[config.mk]
export PLATFORM = sky130hd
export DESIGN_NAME = pcam_timing_gen
export DESIGN_NICKNAME = d
export VERILOG_FILES = /design/src/rtl/pcam_timing_pkg.sv /design/src/rtl/pcam_timing_gen_delay.sv /design/src/rtl/pcam_timing_gen.sv
export SDC_FILE = /design/constraint.sdc
export NUM_CORES = 1
export LEC_CHECK = 0
export CORE_MARGIN = 2
export CORE_UTILIZATION = 45
export DETAILED_ROUTE_END_ITERATION = 8
export PLACE_DENSITY = 0.71
export RECOVER_POWER = 100
export SYNTH_ARGS = -nofsm -noshare
export SYNTH_HDL_FRONTEND = slang
export SYNTH_SLANG_ARGS = --single-unit
[constraint.sdc]
create_clock -name clk -period 2.6 [get_ports clk]
set_clock_uncertainty 0.15 [all_clocks]
set_input_delay 0.52 -clock clk [delete_from_list [all_inputs] [get_ports clk]]
set_output_delay 0.52 -clock clk [all_outputs]
set_load 0.05 [all_outputs]
[src/rtl/pcam_timing_pkg.sv]
// pcam_timing_pkg
//   Shared definitions for the pcam video timing generator.
//   - DEF_* : 1080p60 timing values (CEA-861, 148.5 MHz pixel clock)
//   - vid_beat_t : one pixel clock worth of video timing/coordinate state
//   - in_window() : half-open range test used for sync pulse decode
package pcam_timing_pkg;

    localparam int DEF_H_ACTIVE = 1920;
    localparam int DEF_H_FP     = 88;
    localparam int DEF_H_SYNC   = 44;
    localparam int DEF_H_BP     = 148;
    localparam int DEF_V_ACTIVE = 1080;
    localparam int DEF_V_FP     = 4;
    localparam int DEF_V_SYNC   = 5;
    localparam int DEF_V_BP     = 36;

    localparam int DEF_H_TOTAL  = DEF_H_ACTIVE + DEF_H_FP + DEF_H_SYNC + DEF_H_BP;
    localparam int DEF_V_TOTAL  = DEF_V_ACTIVE + DEF_V_FP + DEF_V_SYNC + DEF_V_BP;

    typedef struct packed {
        logic        active;
        logic        hsync;
        logic        vsync;
        logic [10:0] x;
        logic [10:0] y;
        logic        frame_start;
        logic        line_start;
    } vid_beat_t;

    localparam int VID_BEAT_W = $bits(vid_beat_t);

    // True when lo <= v < hi.
    function automatic logic in_window(input logic [31:0] v,
                                       input logic [31:0] lo,
                                       input logic [31:0] hi);
        return (v >= lo) && (v < hi);
    endfunction

endpackage

[src/rtl/pcam_timing_gen_delay.sv]
// pcam_delay_line
//   Fixed-depth shift register with asynchronous active-low reset to a
//   parameterised value. DEPTH = 0 turns it into a wire.
//   Ports:
//     i_clk    : clock
//     i_rst_n  : asynchronous active-low reset, loads RST_VAL into every stage
//     i_data   : WIDTH-bit input word
//     o_data   : i_data delayed by DEPTH cycles
module pcam_delay_line #(
    parameter int               WIDTH   = 8,
    parameter int               DEPTH   = 2,
    parameter logic [WIDTH-1:0] RST_VAL = '0
) (
    input  logic             i_clk,
    input  logic             i_rst_n,
    input  logic [WIDTH-1:0] i_data,
    output logic [WIDTH-1:0] o_data
);

    // Keep at least one stage so the array is always legal; it is simply
    // left unconnected in the pass-through case.
    localparam int N_STG = (DEPTH == 0) ? 1 : DEPTH;

    logic [WIDTH-1:0] r_stage [N_STG];

    always_ff @(posedge i_clk or negedge i_rst_n) begin
        if (!i_rst_n) begin
            for (int k = 0; k < N_STG; k++) begin
                r_stage[k] <= RST_VAL;
            end
        end else begin
            r_stage[0] <= i_data;
            for (int k = 1; k < N_STG; k++) begin
                r_stage[k] <= r_stage[k-1];
            end
        end
    end

    generate
        if (DEPTH == 0) begin : g_pass
            assign o_data = i_data;
        end else begin : g_dly
            assign o_data = r_stage[N_STG-1];
        end
    endgenerate

endmodule

[src/rtl/pcam_timing_gen.sv]
// pcam_timing_gen
//   Video timing generator. A free-running h/v counter pair feeds a
//   registered fetch stage (frame-buffer read request), which is then
//   delayed by READ_LAT cycles so the video outputs line up with data
//   returned by the frame buffer.
//   Ports:
//     clk              : pixel clock
//     reset            : asynchronous active-low reset
//     en               : run enable, low holds the counters at (0,0)
//     fetch_en/x/y     : read request for the pixel that appears READ_LAT later
//     vid_active_video : VDE
//     vid_hsync/vsync  : syncs at HS_POL/VS_POL asserted level
//     x/y              : coordinates of the current video pixel
//     frame_start      : pulse on pixel (0,0)
//     line_start       : pulse on x=0 of each active line
module pcam_timing_gen
    import pcam_timing_pkg::*;
#(
    parameter int   H_ACTIVE = DEF_H_ACTIVE,
    parameter int   H_FP     = DEF_H_FP,
    parameter int   H_SYNC   = DEF_H_SYNC,
    parameter int   H_BP     = DEF_H_BP,
    parameter int   V_ACTIVE = DEF_V_ACTIVE,
    parameter int   V_FP     = DEF_V_FP,
    parameter int   V_SYNC   = DEF_V_SYNC,
    parameter int   V_BP     = DEF_V_BP,
    parameter logic HS_POL   = 1'b1,
    parameter logic VS_POL   = 1'b1,
    parameter int   READ_LAT = 2
) (
    input  logic        clk,
    input  logic        reset,
    input  logic        en,
    output logic        fetch_en,
    output logic [10:0] fetch_x,
    output logic [10:0] fetch_y,
    output logic        vid_active_video,
    output logic        vid_hsync,
    output logic        vid_vsync,
    output logic [10:0] x,
    output logic [10:0] y,
    output logic        frame_start,
    output logic        line_start
);

    localparam int H_TOTAL  = H_ACTIVE + H_FP + H_SYNC + H_BP;
    localparam int V_TOTAL  = V_ACTIVE + V_FP + V_SYNC + V_BP;
    localparam int HS_START = H_ACTIVE + H_FP;
    localparam int HS_END   = HS_START + H_SYNC;
    localparam int VS_START = V_ACTIVE + V_FP;
    localparam int VS_END   = VS_START + V_SYNC;

    // Idle beat: nothing active, both syncs at their deasserted level.
    localparam vid_beat_t RST_BEAT = '{
        active:      1'b0,
        hsync:       ~HS_POL,
        vsync:       ~VS_POL,
        x:           11'd0,
        y:           11'd0,
        frame_start: 1'b0,
        line_start:  1'b0
    };

    generate
        if (H_ACTIVE > 2048 || V_ACTIVE > 2048) begin : g_bad_active
            $error("pcam_timing_gen: active size exceeds 2048");
        end
        if (H_TOTAL > 4096 || V_TOTAL > 2048) begin : g_bad_total
            $error("pcam_timing_gen: total exceeds counter range");
        end
        if (H_FP < 1 || H_SYNC < 1 || H_BP < 1 ||
            V_FP < 1 || V_SYNC < 1 || V_BP < 1) begin : g_bad_porch
            $error("pcam_timing_gen: porch and sync widths must be >= 1");
        end
        if (READ_LAT < 0 || READ_LAT > 15) begin : g_bad_lat
            $error("pcam_timing_gen: READ_LAT must be 0..15");
        end
    endgenerate

    logic [11:0] r_h_cnt;
    logic [10:0] r_v_cnt;
    logic        w_h_last;
    logic        w_v_last;
    logic        w_active;
    logic        w_hs_on;
    logic        w_vs_on;
    vid_beat_t   w_fetch_nxt;
    vid_beat_t   r_fetch;
    vid_beat_t   w_vid;

    assign w_h_last = (r_h_cnt == 12'(H_TOTAL - 1));
    assign w_v_last = (r_v_cnt == 11'(V_TOTAL - 1));

    // One extra bit on the compares so a 2048-wide limit cannot alias to 0.
    assign w_active = ({1'b0, r_h_cnt} < 13'(H_ACTIVE)) &&
                      ({1'b0, r_v_cnt} < 12'(V_ACTIVE));
    assign w_hs_on  = in_window(32'(r_h_cnt), 32'(HS_START), 32'(HS_END));
    assign w_vs_on  = in_window(32'(r_v_cnt), 32'(VS_START), 32'(VS_END));

    always_ff @(posedge clk or negedge reset) begin
        if (!reset) begin
            r_h_cnt <= '0;
            r_v_cnt <= '0;
        end else if (!en) begin
            r_h_cnt <= '0;
            r_v_cnt <= '0;
        end else if (w_h_last) begin
            r_h_cnt <= '0;
            r_v_cnt <= w_v_last ? 11'd0 : r_v_cnt + 11'd1;
        end else begin
            r_h_cnt <= r_h_cnt + 12'd1;
        end
    end

    always_comb begin
        w_fetch_nxt = RST_BEAT;
        if (en) begin
            w_fetch_nxt.active = w_active;
            w_fetch_nxt.hsync  = w_hs_on ? HS_POL : ~HS_POL;
            w_fetch_nxt.vsync  = w_vs_on ? VS_POL : ~VS_POL;
            if (w_active) begin
                w_fetch_nxt.x           = r_h_cnt[10:0];
                w_fetch_nxt.y           = r_v_cnt;
                w_fetch_nxt.frame_start = (r_h_cnt == 12'd0) && (r_v_cnt == 11'd0);
                w_fetch_nxt.line_start  = (r_h_cnt == 12'd0);
            end
        end
    end

    always_ff @(posedge clk or negedge reset) begin
        if (!reset) begin
            r_fetch <= RST_BEAT;
        end else begin
            r_fetch <= w_fetch_nxt;
        end
    end

    assign fetch_en = r_fetch.active;
    assign fetch_x  = r_fetch.x;
    assign fetch_y  = r_fetch.y;

    // Delay matches the frame-buffer read latency so read data and VDE coincide.
    pcam_delay_line #(
        .WIDTH   (VID_BEAT_W),
        .DEPTH   (READ_LAT),
        .RST_VAL (RST_BEAT)
    ) u_vid_dly (
        .i_clk   (clk),
        .i_rst_n (reset),
        .i_data  (r_fetch),
        .o_data  (w_vid)
    );

    assign vid_active_video = w_vid.active;
    assign vid_hsync        = w_vid.hsync;
    assign vid_vsync        = w_vid.vsync;
    assign x                = w_vid.x;
    assign y                = w_vid.y;
    assign frame_start      = w_vid.frame_start;
    assign line_start       = w_vid.line_start;

endmodule

==> flow_summary.toml <==
[floorplanning]
core_sq_um = 8590
start_util_pct = 45.9
fp-row-count = 34
fp.dieW_um = 97.6
die_area_sq_um = 9530
die_h_um = 97.6
ioPinCount = 53

[setup_path]
path_class = "reg2reg"
path_buf_inv = 1
crit_fanout = 10
crit_family = "simple AND/OR/NAND/NOR gates"
crit_arrival_ps = 2390
worstSetupEndpointType = "register"
cp.required_ps = 2700
startpoint = "r_h_cnt[8]"
start_kind = "register"
slowest_delay_ps = 600
r2r_start = "r_h_cnt[8]"
critical-path-slowest-cell = "or4_1"
path_cells = "or4_1 -> nor4_1 -> clkbuf_2 -> nand2_2 -> o31ai_1"

[route]
wirelength_um = 5980
vias = 2137
firstDrtPassIters = 4
drtIter0Drc = 117
post_drt_wl_per_cell_um = 13.6
route.detailed.drc = 0
routed_via_density = 4.87
ant_nets = 0

[sta]
max_freq_mhz = 437
setup_violations = 0
worst_pin_slew_ps = 755
setup_slack_ps = 310
hold_violations = 0
finalCriticalPeriod_ps = 2290
layout_worst_path_cycle_share_pct = 88.1
setup_tns_ps = 0
slew-limit-headroom_pct = 49.7
finalMaxSlewViolations = 0
rsz0062_at_grt = "false"

[synth]
yosysSeqAreaShare_pct = 65.9
syn_nets = 316
synth.distinct_cells = 40
synth_ff_type = "dfrtp_1"
synthArstFlopShare_pct = 100
netlist_instances = 309
synth.largest_area_cell = "dfrtp_1"
yosysWarnings = 0
synth_edf_count = 0
synth.area.top_cells = "dfrtp_1, buf_4, and2_1, xnor2_1, nor2_1"
synth.avg_cell_area_sq_um = 12.8
syn_area_sq_um = 3950
synth_top_area_share_pct = 65.9
synth_seq_cells = 104

[placed_design]
dp_slack_ps = 385
io_buffers = 52
dp_hpwl_um = 4060
gp_congestion = 0.865

[cells_and_area]
final_common_cell = "dfrtp_1"
area_delta_synth_final_pct = 13.3
layout_common_cells = "dfrtp_1, dlygate4sd3_1, nor2_1, and2_0"
fin_nets = 333
diodes = 0
multi_input_area_sq_um = 923
num-fill-cells = 748
drive_gt1_share_pct = 9.06
register_area_sq_um = 2600

[flow_run]
cap_violations = 0

[status]
outcome = "finished, final reports clean"

[clock_network]
clock_latency_ps = 350
cts_setup_buffers = 0
numCtsBuffers = 9
cts_tree = "yes"
clk_pin_slew_ps = 90
cts_root_buffer = "clkbuf_8"
cts_max_level = 3
clock-sinks = 104
clock_tree.buffer_depth = 2

[pwr]
power.density_nw_per_um2 = 620
leakage_nw = 2.21
peakVddDrop_v = 0.000266

[worst_hold_path]
hp-start = "u_vid_dly.r_stage[40]"
hold_class = "reg2reg"

[global_routing]
grt_max_degree = 61
grt_overflow = 0
grt_use_total_pct = 13.3
grt_pass1_vias = 2076
antenna_found_initial = 0
grt_first_pass_wirelength_um = 10100
-- layer usage --
| metal | vias to the layer above | share of wire, % | global-route usage, % |
|---|---|---|---|
| li1 | 1016 | - | - |
| met3 | 12 | 4.1 | 3.17 |
| met4 | 0 | 2.4 | 6.52 |
| met2 | 53 | 49 | 20.6 |
| met5 | - | 0 | 0 |
| met1 | 1056 | 45 | 17.8 |
-- worst reg2reg max path, delay by kind of cell, from the launching register on --
| family | cells | cell delay (ps) |
|---|---|---|
| buf+inv | 1 | 300 |
| flops | 1 | 430 |
| compound gates | 1 | 230 |
| simple gates | 3 | 1090 |
-- sequential cells by signal, indices dropped and copies added, names as in the netlist --
name / count
u_vid_dly.o_data: 27
u_vid_dly.r_stage: 27
r_h_cnt: 12
fetch_x: 11
fetch_y: 11
r_v_cnt: 11
r_fetch: 4
fetch_en: 1
-- synth_stat cells (2+ instances only) --
cell / number
dfrtp_1: 104
buf_4: 45
and2_1: 25
nor2_1: 19
nand2_1: 12
nand3_1: 12
xnor2_1: 10
inv_1: 7
nor3_1: 6
o21ai_1: 6
nor4_1: 5
a31oi_1: 4
and3_1: 4
buf_2: 4
clkbuf_1: 4
ha_1: 4
mux2i_1: 3
nand4_1: 3
o21ai_0: 3
or2_2: 3
a21oi_1: 2
and4_1: 2
nand2b_1: 2
o21a_1: 2
o31ai_1: 2
or3_1: 2
-- stage by stage --
step / power, W / util (%) / instances / cell area (sq um) / hold WS [ps]
after floorplan: 0.00175 / - / 309 / 3950 / 74.4
after global routing: 0.00290 / 52.0 / 439 / 4470 / 210
final: 0.00277 / 52.0 / 439 / 4470 / 202
after CTS: 0.00282 / 52.3 / 439 / 4490 / 205
after global placement: 0.00182 / 49.8 / 422 / 4280 / 181
after detailed placement: 0.00182 / 49.8 / 422 / 4280 / 185
-- final timing paths --
check	endpoint	slack, ps	cells after the start
hold / removal	u_vid_dly.o_data[13]	200	0
max in group asynchronous	r_v_cnt[1]	800	3
min in group asynchronous	fetch_y[10]	620	2
setup reg to reg	r_v_cnt[3]	310	5
setup / recovery	r_v_cnt[3]	310	5
hold reg to reg	u_vid_dly.o_data[13]	200	0
-- cell families after synthesis --
| logic type | share of synthesized area, % |
|---|---|
| XOR/XNOR | 2.44 |
| multiplexers | 0.761 |
| buffers and inverters | 10.4 |
| AO/OA/AOI/OAI | 5.14 |
| adder cells (fa/ha/maj) | 1.27 |
| flip-flops | 65.9 |
| AND/OR/NAND/NOR | 14.0 |
-- what timing repair did --
action	in CTS	in global routing
resized for setup	0	0
endpoints found under the hold margin	28	0
hold buffers	1	0
-- report_power, final --
part | internal [W] | switching, W | leakage (nW)
Clock | 0.000457 | 0.000538 | 0.105
Sequential | 0.00164 | 0.00000938 | 1.43
Combinational | 0.0000329 | 0.0000955 | 0.672
-- layout make-up --
class                   count  area share, %
well taps                 108           3.02
repair buffers             60           13.0
inverters                   7          0.588
flip-flops and latches    104           58.2
clock buffers               9           2.77
clock inverters             7           1.76
multi-input cells         144           20.7
No activity file was read; power rests on OpenSTA's default activity.
